`src/rtl/line_pkg.sv`:
```
// Shared types for the line-drawing front end: drawer-facing endpoint types,
// the packed segment-table entry and the sequencer state encoding.
package line_pkg;

  localparam int X_W = 10;
  localparam int Y_W = 9;

  typedef logic [X_W-1:0] x_t;
  typedef logic [Y_W-1:0] y_t;

  typedef struct packed {
    x_t x0;
    y_t y0;
    x_t x1;
    y_t y1;
  } segment_t;

  typedef enum logic [2:0] {
    S_IDLE,
    S_FETCH,
    S_LOAD,
    S_ISSUE,
    S_SETTLE,
    S_WAIT,
    S_NEXT,
    S_DONE
  } seq_state_t;

endpackage

```
`src/rtl/line_sequencer.sv`:
```
// Walks the segment table and hands each segment to the Bresenham drawer.
// Optional erase mode (colour 0 redraw, queueable from DONE): LINE_SEQ_ERASE_EN.
module line_sequencer
  import line_pkg::*;
#(
  parameter int ADDR_W        = 4,
  parameter int SETTLE_CYCLES = 2
) (
  input  logic              draw_clk,
  input  logic              reset,
  input  logic              start,
  input  logic [ADDR_W:0]   num_segs,
`ifdef LINE_SEQ_ERASE_EN
  input  logic              erase,
`endif
  output logic [ADDR_W-1:0] seg_addr,
  input  logic [37:0]       seg_data,
  output x_t                x0,
  output y_t                y0,
  output x_t                x1,
  output y_t                y1,
  output logic              nextstate,
  input  logic              write_done,
  output logic              cleared,
  output logic              color,
  output logic              busy,
  output logic              done
);

  localparam int CNT_W = (SETTLE_CYCLES > 1) ? $clog2(SETTLE_CYCLES) : 1;

  seq_state_t        state_q, state_d;
  logic [ADDR_W:0]   index_q, index_d;
  logic [ADDR_W:0]   num_q, num_d;
  logic [CNT_W-1:0]  cnt_q, cnt_d;
  segment_t          seg_q, seg_d;
  segment_t          seg_in;
  logic [ADDR_W:0]   last_idx;
`ifdef LINE_SEQ_ERASE_EN
  logic              color_q, color_d;
  logic              pend_q, pend_d;
  logic [ADDR_W:0]   pend_num_q, pend_num_d;
`endif

  assign seg_in   = segment_t'(seg_data);
  assign last_idx = num_q - {{ADDR_W{1'b0}}, 1'b1};

  always_comb begin
    state_d = state_q;
    index_d = index_q;
    num_d   = num_q;
    cnt_d   = cnt_q;
    seg_d   = seg_q;
`ifdef LINE_SEQ_ERASE_EN
    color_d    = color_q;
    pend_d     = pend_q;
    pend_num_d = pend_num_q;
`endif
    case (state_q)
      S_IDLE: begin
`ifdef LINE_SEQ_ERASE_EN
        // A queued erase frame wins over a fresh start in the same cycle.
        if (pend_q) begin
          pend_d  = 1'b0;
          num_d   = pend_num_q;
          index_d = '0;
          color_d = 1'b0;
          state_d = (pend_num_q == '0) ? S_DONE : S_FETCH;
        end else if (start) begin
          num_d   = num_segs;
          index_d = '0;
          color_d = ~erase;
          state_d = (num_segs == '0) ? S_DONE : S_FETCH;
        end
`else
        if (start) begin
          num_d   = num_segs;
          index_d = '0;
          state_d = (num_segs == '0) ? S_DONE : S_FETCH;
        end
`endif
      end
      S_FETCH: state_d = S_LOAD;
      S_LOAD: begin
        seg_d   = seg_in;
        state_d = S_ISSUE;
      end
      S_ISSUE: begin
        cnt_d   = CNT_W'(SETTLE_CYCLES - 1);
        state_d = S_SETTLE;
      end
      // The ISSUE cycle plus SETTLE_CYCLES-1 settle cycles hide the drawer's stale write_done.
      S_SETTLE: begin
        cnt_d = cnt_q - 1'b1;
        if (cnt_q <= CNT_W'(1)) state_d = S_WAIT;
      end
      S_WAIT: begin
        if (write_done) state_d = S_NEXT;
      end
      S_NEXT: begin
        if (index_q == last_idx) begin
          state_d = S_DONE;
        end else begin
          index_d = index_q + 1'b1;
          state_d = S_FETCH;
        end
      end
      S_DONE: begin
        state_d = S_IDLE;
`ifdef LINE_SEQ_ERASE_EN
        if (start && erase) begin
          pend_d     = 1'b1;
          pend_num_d = num_segs;
        end
`endif
      end
      default: state_d = S_IDLE;
    endcase
  end

  always_ff @(posedge draw_clk) begin
    if (reset) begin
      state_q <= S_IDLE;
      index_q <= '0;
      num_q   <= '0;
      cnt_q   <= '0;
      seg_q   <= '0;
`ifdef LINE_SEQ_ERASE_EN
      color_q    <= 1'b1;
      pend_q     <= 1'b0;
      pend_num_q <= '0;
`endif
    end else begin
      state_q <= state_d;
      index_q <= index_d;
      num_q   <= num_d;
      cnt_q   <= cnt_d;
      seg_q   <= seg_d;
`ifdef LINE_SEQ_ERASE_EN
      color_q    <= color_d;
      pend_q     <= pend_d;
      pend_num_q <= pend_num_d;
`endif
    end
  end

  assign seg_addr = index_q[ADDR_W-1:0];
  assign x0       = seg_q.x0;
  assign y0       = seg_q.y0;
  assign x1       = seg_q.x1;
  assign y1       = seg_q.y1;

  // Pulses are masked while reset is asserted so an aborted frame emits nothing.
  assign nextstate = (state_q == S_ISSUE) && !reset;
  assign done      = (state_q == S_DONE) && !reset;
  assign cleared   = (state_q == S_IDLE) || (state_q == S_DONE);
  assign busy      = !cleared;
`ifdef LINE_SEQ_ERASE_EN
  assign color     = color_q;
`else
  assign color     = 1'b1;
`endif

endmodule
```
`config.mk`:
```
export PLATFORM = sky130hd
export DESIGN_NAME = line_sequencer
export DESIGN_NICKNAME = d
export VERILOG_FILES = /design/src/rtl/line_pkg.sv /design/src/rtl/line_sequencer.sv
export SDC_FILE = /design/constraint.sdc
export NUM_CORES = 1
export LEC_CHECK = 0
export CORE_MARGIN = 3
export CORE_UTILIZATION = 45
export CTS_CLUSTER_SIZE = 24
export DETAILED_ROUTE_END_ITERATION = 8
export GPL_ROUTABILITY_DRIVEN = 0
export HOLD_SLACK_MARGIN = 0.05
export PLACE_DENSITY = 0.93
export SLEW_MARGIN = 20
export SYNTH_ARGS = -nofsm -noshare
export SYNTH_HDL_FRONTEND = slang
export SYNTH_SLANG_ARGS = --single-unit
```
`constraint.sdc`:
```
create_clock -name draw_clk -period 5.3 [get_ports draw_clk]
set_input_delay 0.53 -clock draw_clk [delete_from_list [all_inputs] [get_ports draw_clk]]
set_output_delay 0.53 -clock draw_clk [all_outputs]
set_load 0.03 [all_outputs]
```
==> out/metrics.cfg, run 1 <==
[worst_setup_path]
crit_family = buffers and inverters
rr_worst_depth = 7
cpMaxStageDelayCell = buf_2
critPathMaxFanout = 52
required_ps = 4770
crit_cells = 3
critPathBufInv = 2
reg2reg_from = num_q[0]
critical_path.cell_chain = buf_2 > nor3_1 > clkdlybuf4s50_1
start_kind = input pin
slowest_delay_ps = 700
r2r-end = index_q[0]
reg2reg_slack_ps = 3390
path_class = input pin to output port
crit_path_end = done
worstSetupEndpointType = output port
cp-startpoint = reset
worstPathArrival_ps = 2000

[logic_synthesis]
muxShareOfSynthArea_pct = 1.65
synth_seq_cells = 51
synth_simple_gate_area_share_pct = 24.6
synth_top_area_share_pct = 48.0
synth_top_area_cell = dfxtp_1
synth_enable_flop_cells = 0
yosysWarnings = 0
synthXorXnorAreaFrac_pct = 3.65
ys_types = 35
synthCells = 270
syn_avg_cell_area_um2 = 7.88
synth_area_mm2 = 0.00213
ys_seq_area_share_pct = 48.0
synth_top_family_by_area = simple AND/OR/NAND/NOR gates
yosys-top-cells-area = dfxtp_1 (48%), nand2_1 (17%), a21oi_1 (11%)
async_reset_ff_share_pct = 0
synthFlopType = dfxtp_1
post-synth-top-count-cell = nand2_1
synthTopCellsByCount = nand2_1 (95), dfxtp_1 (51), a21oi_1 (47)
yosys.area_share.adder_pct = 1.18
synth-compound-area-share_pct = 14.7
synth_nets = 319

[global_routing]
grt_overflow = 0
grt_pass1_wl_um = 8460
gr-usage-all-layers_pct = 19.8
antenna_found_initial = 0
grt_max_degree = 53
first_global_vias = 1959

[sta]
slew_violations = 0
timing.final.hold_violations = 0
max_freq_mhz = 395
finalCriticalPeriod_ps = 2530
finalSetupViolations = 0
rsz0062_at_grt = no
hold_slack_ps = 456
setup_tns_ps = 0
fin_worst_skew_ps = 4.87
tightestPinTransition_ps = 924
slew-limit-headroom_pct = 38.4
fin_crit_sh_pct = 47.7

[final_layout]
diodes = 0
postLayoutCellArea_mm2 = 0.00312
nNetsFinal = 397
post-route-util_pct = 70.3
drive_above_1_share_pct = 5.16
area_growth_pct = 46.9

[drt]
dr.max_layer_used = met4
num_vias = 2037
via_per_inst = 5.08
ant_nets = 0
wl_um = 5290
wl_met3_um = 288
routedWlPerCell_um = 13.2
drtIter0Drc = 138
wl_met1_um = 2150
first_pass_iters = 4
drcViolationCount = 0
wl_met2_um = 2750

[run_status]
status = complete, no violations

[clock_network]
max-clock-path-buffers = 2
holdBufCountCts = 0
numCtsBuffers = 5
clk-insertion-delay-late_ps = 300
ctsResizeCount = 0
cts.sinks = 51
tritoncts = done
htreeDepth = 2
cts-root-buf = clkbuf_8
clk_pin_slew_ps = 90
cts_setup_buffers = 0

[min_path]
hold_path.class = flip-flop to flip-flop

[floorplanning]
fp.dieH_um = 74.8
start_util_pct = 47.9
die_area_mm2 = 0.00559
die_x_um = 74.8
ios = 94
core_area_mm2 = 0.00444
row_count = 24

[pwr]
sw_frac_of_total_pct = 32.9
peakVddDrop_uv = 219
pwr_density_cell_mw_per_mm2 = 332
p_sw_uw = 341
power_frac_seq_pct = 43.5
power_mw = 1.04
pwr-share-clk_pct = 25.7
cellLeakagePower_nw = 1.13
power_frac_comb_pct = 30.8
p_int_uw = 697

[placed_design]
dp_hpwl_um = 3790
post_dp_cell_area_mm2 = 0.00301
port_buffers = 92

[flow_run]
drv_cap = 0

-- power groups by stage --
stage | clock (mW) | combinational (mW) | sequential [mW]
after floorplan | 0 | 0.149 | 0.505
after global placement | 0 | 0.313 | 0.458
after detailed placement | 0 | 0.321 | 0.460
after CTS | 0.273 | 0.322 | 0.452
after global routing | 0.288 | 0.346 | 0.458
final | 0.267 | 0.320 | 0.452
-- how the worst min path moves through the flow --
stage,from,cells past startpoint,endpoint
6_report,x0[4],2,x0[4]
4_1_cts,y0[7],2,y0[7]
2_1_floorplan,num_q[4],2,num_q[4]
3_3_place_gp,y0[4],2,y0[4]
5_1_grt,x1[6],2,x1[6]
3_5_place_dp,y0[7],2,y0[7]
-- state kept, by name, summed over array words and instances, names as in the netlist --
name / cells
x0: 10
x1: 10
y0: 9
y1: 9
index_q: 5
num_q: 5
state_q: 3
-- placed cells by master, fill, tap and decap left out, types with 2 or more instances in the layout --
cell type        Yosys  layout
nand4_1              2       2
ha_1                 2       2
xnor2_1              4       4
mux2i_1              2       2
xor2_1               2       2
clkbuf_8             0       5
nor2_1               5       5
nand3_1              3       3
nand2_1             95      94
inv_1                6       6
or3_1                3       3
clkdlybuf4s50_1      0      91
o21ai_0              2       2
nor3_1               7       7
a21oi_1             47      47
dfxtp_1             51      51
-- through the flow --
step | setup slack [ps] | instances
5_1_grt | 2660 | 401
2_1_floorplan | 3200 | 270
3_3_place_gp | 2810 | 393
4_1_cts | 2760 | 401
6_report | 2770 | 401
3_5_place_dp | 2760 | 393
-- logic make-up (layout without fill, tap and decap cells) --
logic type | after synthesis | after routing
flip-flops | 51 | 51
other | 1 | 1
buffers and inverters | 28 | 107
multiplexers | 3 | 3
AO/OA/AOI/OAI | 56 | 56
XOR/XNOR | 7 | 7
adder cells (fa/ha/maj) | 2 | 2
AND/OR/NAND/NOR | 122 | 122
-- worst register-to-register path, stage by stage, from the launching register on --
cell	delay (ps)
dfxtp_1	410
inv_1	70
ha_1	310
xnor2_1	270
nor3_4	100
a31oi_4	300
mux2_4	330
nor2_2	70
-- cell type report --
| type | count | area [µm²] |
|---|---|---|
| flip-flops and latches | 51 | 1020 |
| fillers | 367 | 1320 |
| clock buffers | 5 | 68.8 |
| clock inverters | 3 | 43.8 |
| inverters | 6 | 22.5 |
| well taps | 52 | 65.1 |
| repair buffers | 93 | 923 |
| multi-input cells | 191 | 980 |
-- per-layer routing --
| layer | track usage (%) | vias up |
|---|---|---|
| li1 | - | 1032 |
| met1 | 21.6 | 927 |
| met4 | 8.70 | 0 |
| met2 | 35.2 | 70 |
| met5 | 0 | - |
| met3 | 6.14 | 8 |
Power figures use the tool's default switching activity.
==> run 2: changes to the inputs <==
--- a/config.mk
+++ b/config.mk
@@ -6,12 +6,12 @@
 export NUM_CORES = 1
 export LEC_CHECK = 0
 export CORE_MARGIN = 3
-export CORE_UTILIZATION = 45
+export CORE_UTILIZATION = 42
 export CTS_CLUSTER_SIZE = 24
 export DETAILED_ROUTE_END_ITERATION = 8
 export GPL_ROUTABILITY_DRIVEN = 0
 export HOLD_SLACK_MARGIN = 0.05
-export PLACE_DENSITY = 0.93
+export PLACE_DENSITY = 0.88
 export SLEW_MARGIN = 20
 export SYNTH_ARGS = -nofsm -noshare
 export SYNTH_HDL_FRONTEND = slang
==> constraint.sdc (replaced) <==
create_clock -name draw_clk -period 2.5 [get_ports draw_clk]
set_input_delay 0.25 -clock draw_clk [delete_from_list [all_inputs] [get_ports draw_clk]]
set_output_delay 0.25 -clock draw_clk [all_outputs]
set_load 0.03 [all_outputs]
==> run 2 against run 1 <==
Setup slack got worse by 2500 ps. Critical path depth stayed put. Power grew 100%. First-iteration DRC count down 41%. Global-route usage shrank 1.2 points. Final cell count up 4.0%. Hold slack got worse by 98 ps. Via count grew 0.74%. Combinational power grew 120%. Die area increased by 6.6%. Sequential power grew 110%.
==> out/metrics.cfg, run 2 (synthesis gave the netlist of run 1 again) <==
[worst_setup_path]
critPathMaxFanout = 11
worstSetupEndpointType = output port
critical_path.cell_chain = inv_1 > nor3_1 > clkdlybuf4s50_1
reg2reg_slack_ps = 680
start_kind = flip-flop
path_class = flip-flop to output port
rr_worst_depth = 7
reg2reg_from = num_q[0]
required_ps = 2250
critPathBufInv = 2
cpMaxStageDelayCell = clkdlybuf4s50_1
slowest_delay_ps = 710
r2r-end = index_q[0]
crit_family = buffers and inverters
worstPathArrival_ps = 1950
cp-startpoint = state_q[2]

[global_routing]
grt_overflow = 0
gr-usage-all-layers_pct = 18.6
first_global_vias = 1997
grt_max_degree = 34
grt_pass1_wl_um = 9050
antenna_found_initial = 0

[drt]
ant_nets = 0
drcViolationCount = 0
first_pass_iters = 4
routedWlPerCell_um = 12.8
via_per_inst = 4.92
num_vias = 2052
wl_um = 5330
drtIter0Drc = 81

[flow_run]
drv_cap = 0

[final_layout]
final_common_cell = nand2_1
mostFrequentLayoutCells = nand2_1 (95), clkdlybuf4s50_1 (91), dfxtp_1 (51)
area_growth_pct = 47.4
diodes = 0
drive_above_1_share_pct = 4.86
nNetsFinal = 400

[sta]
setup_tns_ps = 0
fin_worst_skew_ps = 3.64
tightestPinTransition_ps = 702
rsz0062_at_grt = no
fin_crit_sh_pct = 87.9
slew_violations = 0
finalCriticalPeriod_ps = 2200
slew-limit-headroom_pct = 53.2
finalSetupViolations = 0
hold_slack_ps = 359
timing.final.hold_violations = 0
max_freq_mhz = 455

[clock_network]
clk-insertion-delay-late_ps = 290
ctsResizeCount = 0
cts-root-buf = clkbuf_8
cts.sinks = 51
max-clock-path-buffers = 2
numCtsBuffers = 5
clk_pin_slew_ps = 80
holdBufCountCts = 0
cts_setup_buffers = 0
htreeDepth = 2
tritoncts = done

[min_path]
min-delay-start = reset
hold_path.class = input pin to flip-flop
whs_endpoint = x1[4]
hold_path_depth = 2

[pwr]
peakVddDrop_uv = 386
cellLeakagePower_nw = 1.13
pwr_density_cell_mw_per_mm2 = 662

[floorplanning]
ios = 94
row_count = 25
core_area_mm2 = 0.00482
die_x_um = 77.2
die_area_mm2 = 0.00595
fp.dieH_um = 77.2
start_util_pct = 44.2

[placed_design]
dp_hpwl_um = 4040
port_buffers = 92

[run_status]
status = complete, no violations

## run 2: worst max path at each step
stage | endpoint | slack, ps | cells past startpoint
detailed placement | state_q[1] | 520 | 6
global route | done | 150 | 3
global placement | state_q[1] | 640 | 6
floorplan | index_q[0] | 800 | 7
finish | done | 300 | 3
CTS | done | 300 | 3
## run 2: metrics by stage
step                      cell area (µm²)  utilization (%)  power (mW)  setup slack (ps)  std cells
after floorplan                      2130                -        1.39               800        270
after global placement               3060             63.6        1.65               640        411
after detailed placement             3060             63.6        1.68               523        411
after CTS                            3140             65.1        2.11               300        417
after global routing                 3140             65.1        2.20               146        417
final                                3140             65.1        2.07               302        417
## run 2: report_power, final
part	internal [mW]	switching, mW	leakage (nW)
Combinational	0.303	0.395	0.677
Sequential	0.891	0.0637	0.415
Clock	0.187	0.235	0.0371
## run 2: final cells by class
| cell class | count | area (µm²) |
|---|---|---|
| Inverter | 6 | 22.5 |
| Sequential cell | 51 | 1020 |
| Clock buffer | 6 | 72.6 |
| Tap cell | 67 | 83.8 |
| Multi-Input combinational cell | 191 | 977 |
| Fill cell | 435 | 1680 |
| Timing Repair Buffer | 96 | 958 |
## run 2: metal layers
| metal | wire length, µm | global-route usage (%) | vias to the layer above |
|---|---|---|---|
| met3 | 398 | 5.75 | 6 |
| met4 | 61 | 6.05 | 0 |
| met1 | 2050 | 20.7 | 938 |
| met2 | 2820 | 33.2 | 72 |
| li1 | - | - | 1036 |
| met5 | 0 | 0 | - |
==> run 3: changes to the inputs <==
--- a/config.mk
+++ b/config.mk
@@ -5,12 +5,14 @@
 export SDC_FILE = /design/constraint.sdc
 export NUM_CORES = 1
 export LEC_CHECK = 0
+export CORE_ASPECT_RATIO = 1.5
 export CORE_MARGIN = 3
 export CORE_UTILIZATION = 42
 export CTS_CLUSTER_SIZE = 24
 export DETAILED_ROUTE_END_ITERATION = 8
 export GPL_ROUTABILITY_DRIVEN = 0
 export HOLD_SLACK_MARGIN = 0.05
+export MAX_ROUTING_LAYER = met4
 export PLACE_DENSITY = 0.88
 export SLEW_MARGIN = 20
 export SYNTH_ARGS = -nofsm -noshare
==> run 3 against run 2 <==
Clock skew increased by 1.8 ps. Die area increased by 0.30%. Via count decreased by 2.1%. Setup slack improved by 31 ps. Wire length decreased by 0.24%. Clock-buffer cell count decreased by 1. Sequential power about the same. Clock power increased by 58%. Critical path type unchanged.
==> out/metrics.cfg, run 3 (synthesis gave the netlist of run 1 again) <==
[final_layout]
final_common_cell = nand2_1
drive_above_1_share_pct = 5.68
regArea_mm2 = 0.00102
area_growth_pct = 49.8
multiInputGateArea_um2 = 977
diodes = 0
nNetsFinal = 400
mostFrequentLayoutCells = nand2_1 (95), clkdlybuf4s50_1 (91), dfxtp_1 (51)
fillers = 402

[floorplanning]
core_area_mm2 = 0.00485
die_area_mm2 = 0.00597
start_util_pct = 43.9
ios = 94
die_x_um = 64.1
fp.dieH_um = 93.2
row_count = 31

[clock_network]
ctsResizeCount = 0
holdBufCountCts = 0
cts-root-buf = clkbuf_8
clk_pin_slew_ps = 90
tritoncts = done
clk-insertion-delay-late_ps = 300
max-clock-path-buffers = 2
cts_setup_buffers = 0
htreeDepth = 2
numCtsBuffers = 5
cts.sinks = 51

[sta]
finalSetupViolations = 0
finalCriticalPeriod_ps = 2170
fin_worst_skew_ps = 5.45
rsz0062_at_grt = no
hold_slack_ps = 265
max_freq_mhz = 462
slew_violations = 0
timing.final.hold_violations = 0
fin_crit_sh_pct = 86.7
setup_tns_ps = 0

[pwr]
cellLeakagePower_nw = 1.15
peakVddDrop_uv = 509
pwr_density_cell_mw_per_mm2 = 723

[min_path]
hold_path.class = input pin to flip-flop
min-delay-start = reset
hold_path_depth = 2
whs_endpoint = x1[0]

[drt]
wl_um = 5310
ant_nets = 0
drcViolationCount = 0
first_pass_iters = 6
via_per_inst = 4.80
drtIter0Drc = 106
routedWlPerCell_um = 12.7
num_vias = 2008

[global_routing]
grt_max_degree = 43
grt_pass1_wl_um = 8640
antenna_found_initial = 0
first_global_vias = 1939
grt_overflow = 0
gr-usage-all-layers_pct = 18.6

[flow_run]
drv_cap = 0

[worst_setup_path]
start_kind = flip-flop
reg2reg_slack_ps = 690
worstSetupEndpointType = output port
critPathMaxFanout = 11
r2r-end = index_q[0]
rr_worst_depth = 7
required_ps = 2250
reg2reg_from = num_q[0]
worstPathArrival_ps = 1920
path_class = flip-flop to output port

[placed_design]
port_buffers = 92
dp_hpwl_um = 3860

[run_status]
status = complete, no violations

==> run 3: cell count changes in the layout (fill, tap and decap cells not counted), sizes merged <==
cell | previous run | this run
clkinvlp | 0 | 1
clkbuf | 6 | 5
bufinv | 0 | 2
==> run 3: cell type report <==
class / count / area share, %
Timing Repair Buffer: 96 / 29.7
Sequential cell: 51 / 32.1
Clock buffer: 5 / 2.16
Tap cell: 66 / 2.59
Inverter: 6 / 0.707
Clock inverter: 3 / 2.12
Multi-Input combinational cell: 191 / 30.7
==> run 3: where the power goes <==
| part | leakage, nW | switching (mW) | total, mW | internal, mW |
|---|---|---|---|---|
| logic | 0.674 | 0.389 | 0.684 | 0.295 |
| registers | 0.415 | 0.0639 | 0.955 | 0.891 |
| clock network | 0.0644 | 0.266 | 0.665 | 0.399 |
==> run 3: worst max-delay path, cell delays in order (launching register included) <==
cell and delay, ps:
dfxtp_1 540, inv_1 170, nor3_1 220, clkdlybuf4s50_1 700
==> run 3: metal layers <==
metal	global-route usage (%)	up-vias	wire [µm]
met1	20.0	924	2180
met5	-	-	0
li1	-	1037	-
met4	5.29	0	29
met3	3.49	2	183
met2	34.2	45	2920
==> run 3: worst max-delay path by stage <==
stage                startpoint    endpoint  slack, ps  cells after the start
global placement    num_segs[4]  state_q[1]        620                      6
CTS                  state_q[2]        done        320                      3
finish               state_q[2]        done        330                      3
detailed placement  num_segs[0]  state_q[1]        580                      6
global route         state_q[2]        done        190                      3
floorplan              num_q[0]  index_q[0]        800                      7
==> run 3: stage by stage <==
stage,std cells,util [%],power [mW],cell area [µm²],setup WS (ps)
floorplan,270,-,1.39,2130,800
finish,418,65.7,2.30,3190,334
detailed placement,410,62.9,1.66,3050,579
global placement,410,62.9,1.65,3050,621
CTS,418,65.7,2.33,3190,323
global route,418,65.7,2.42,3190,192
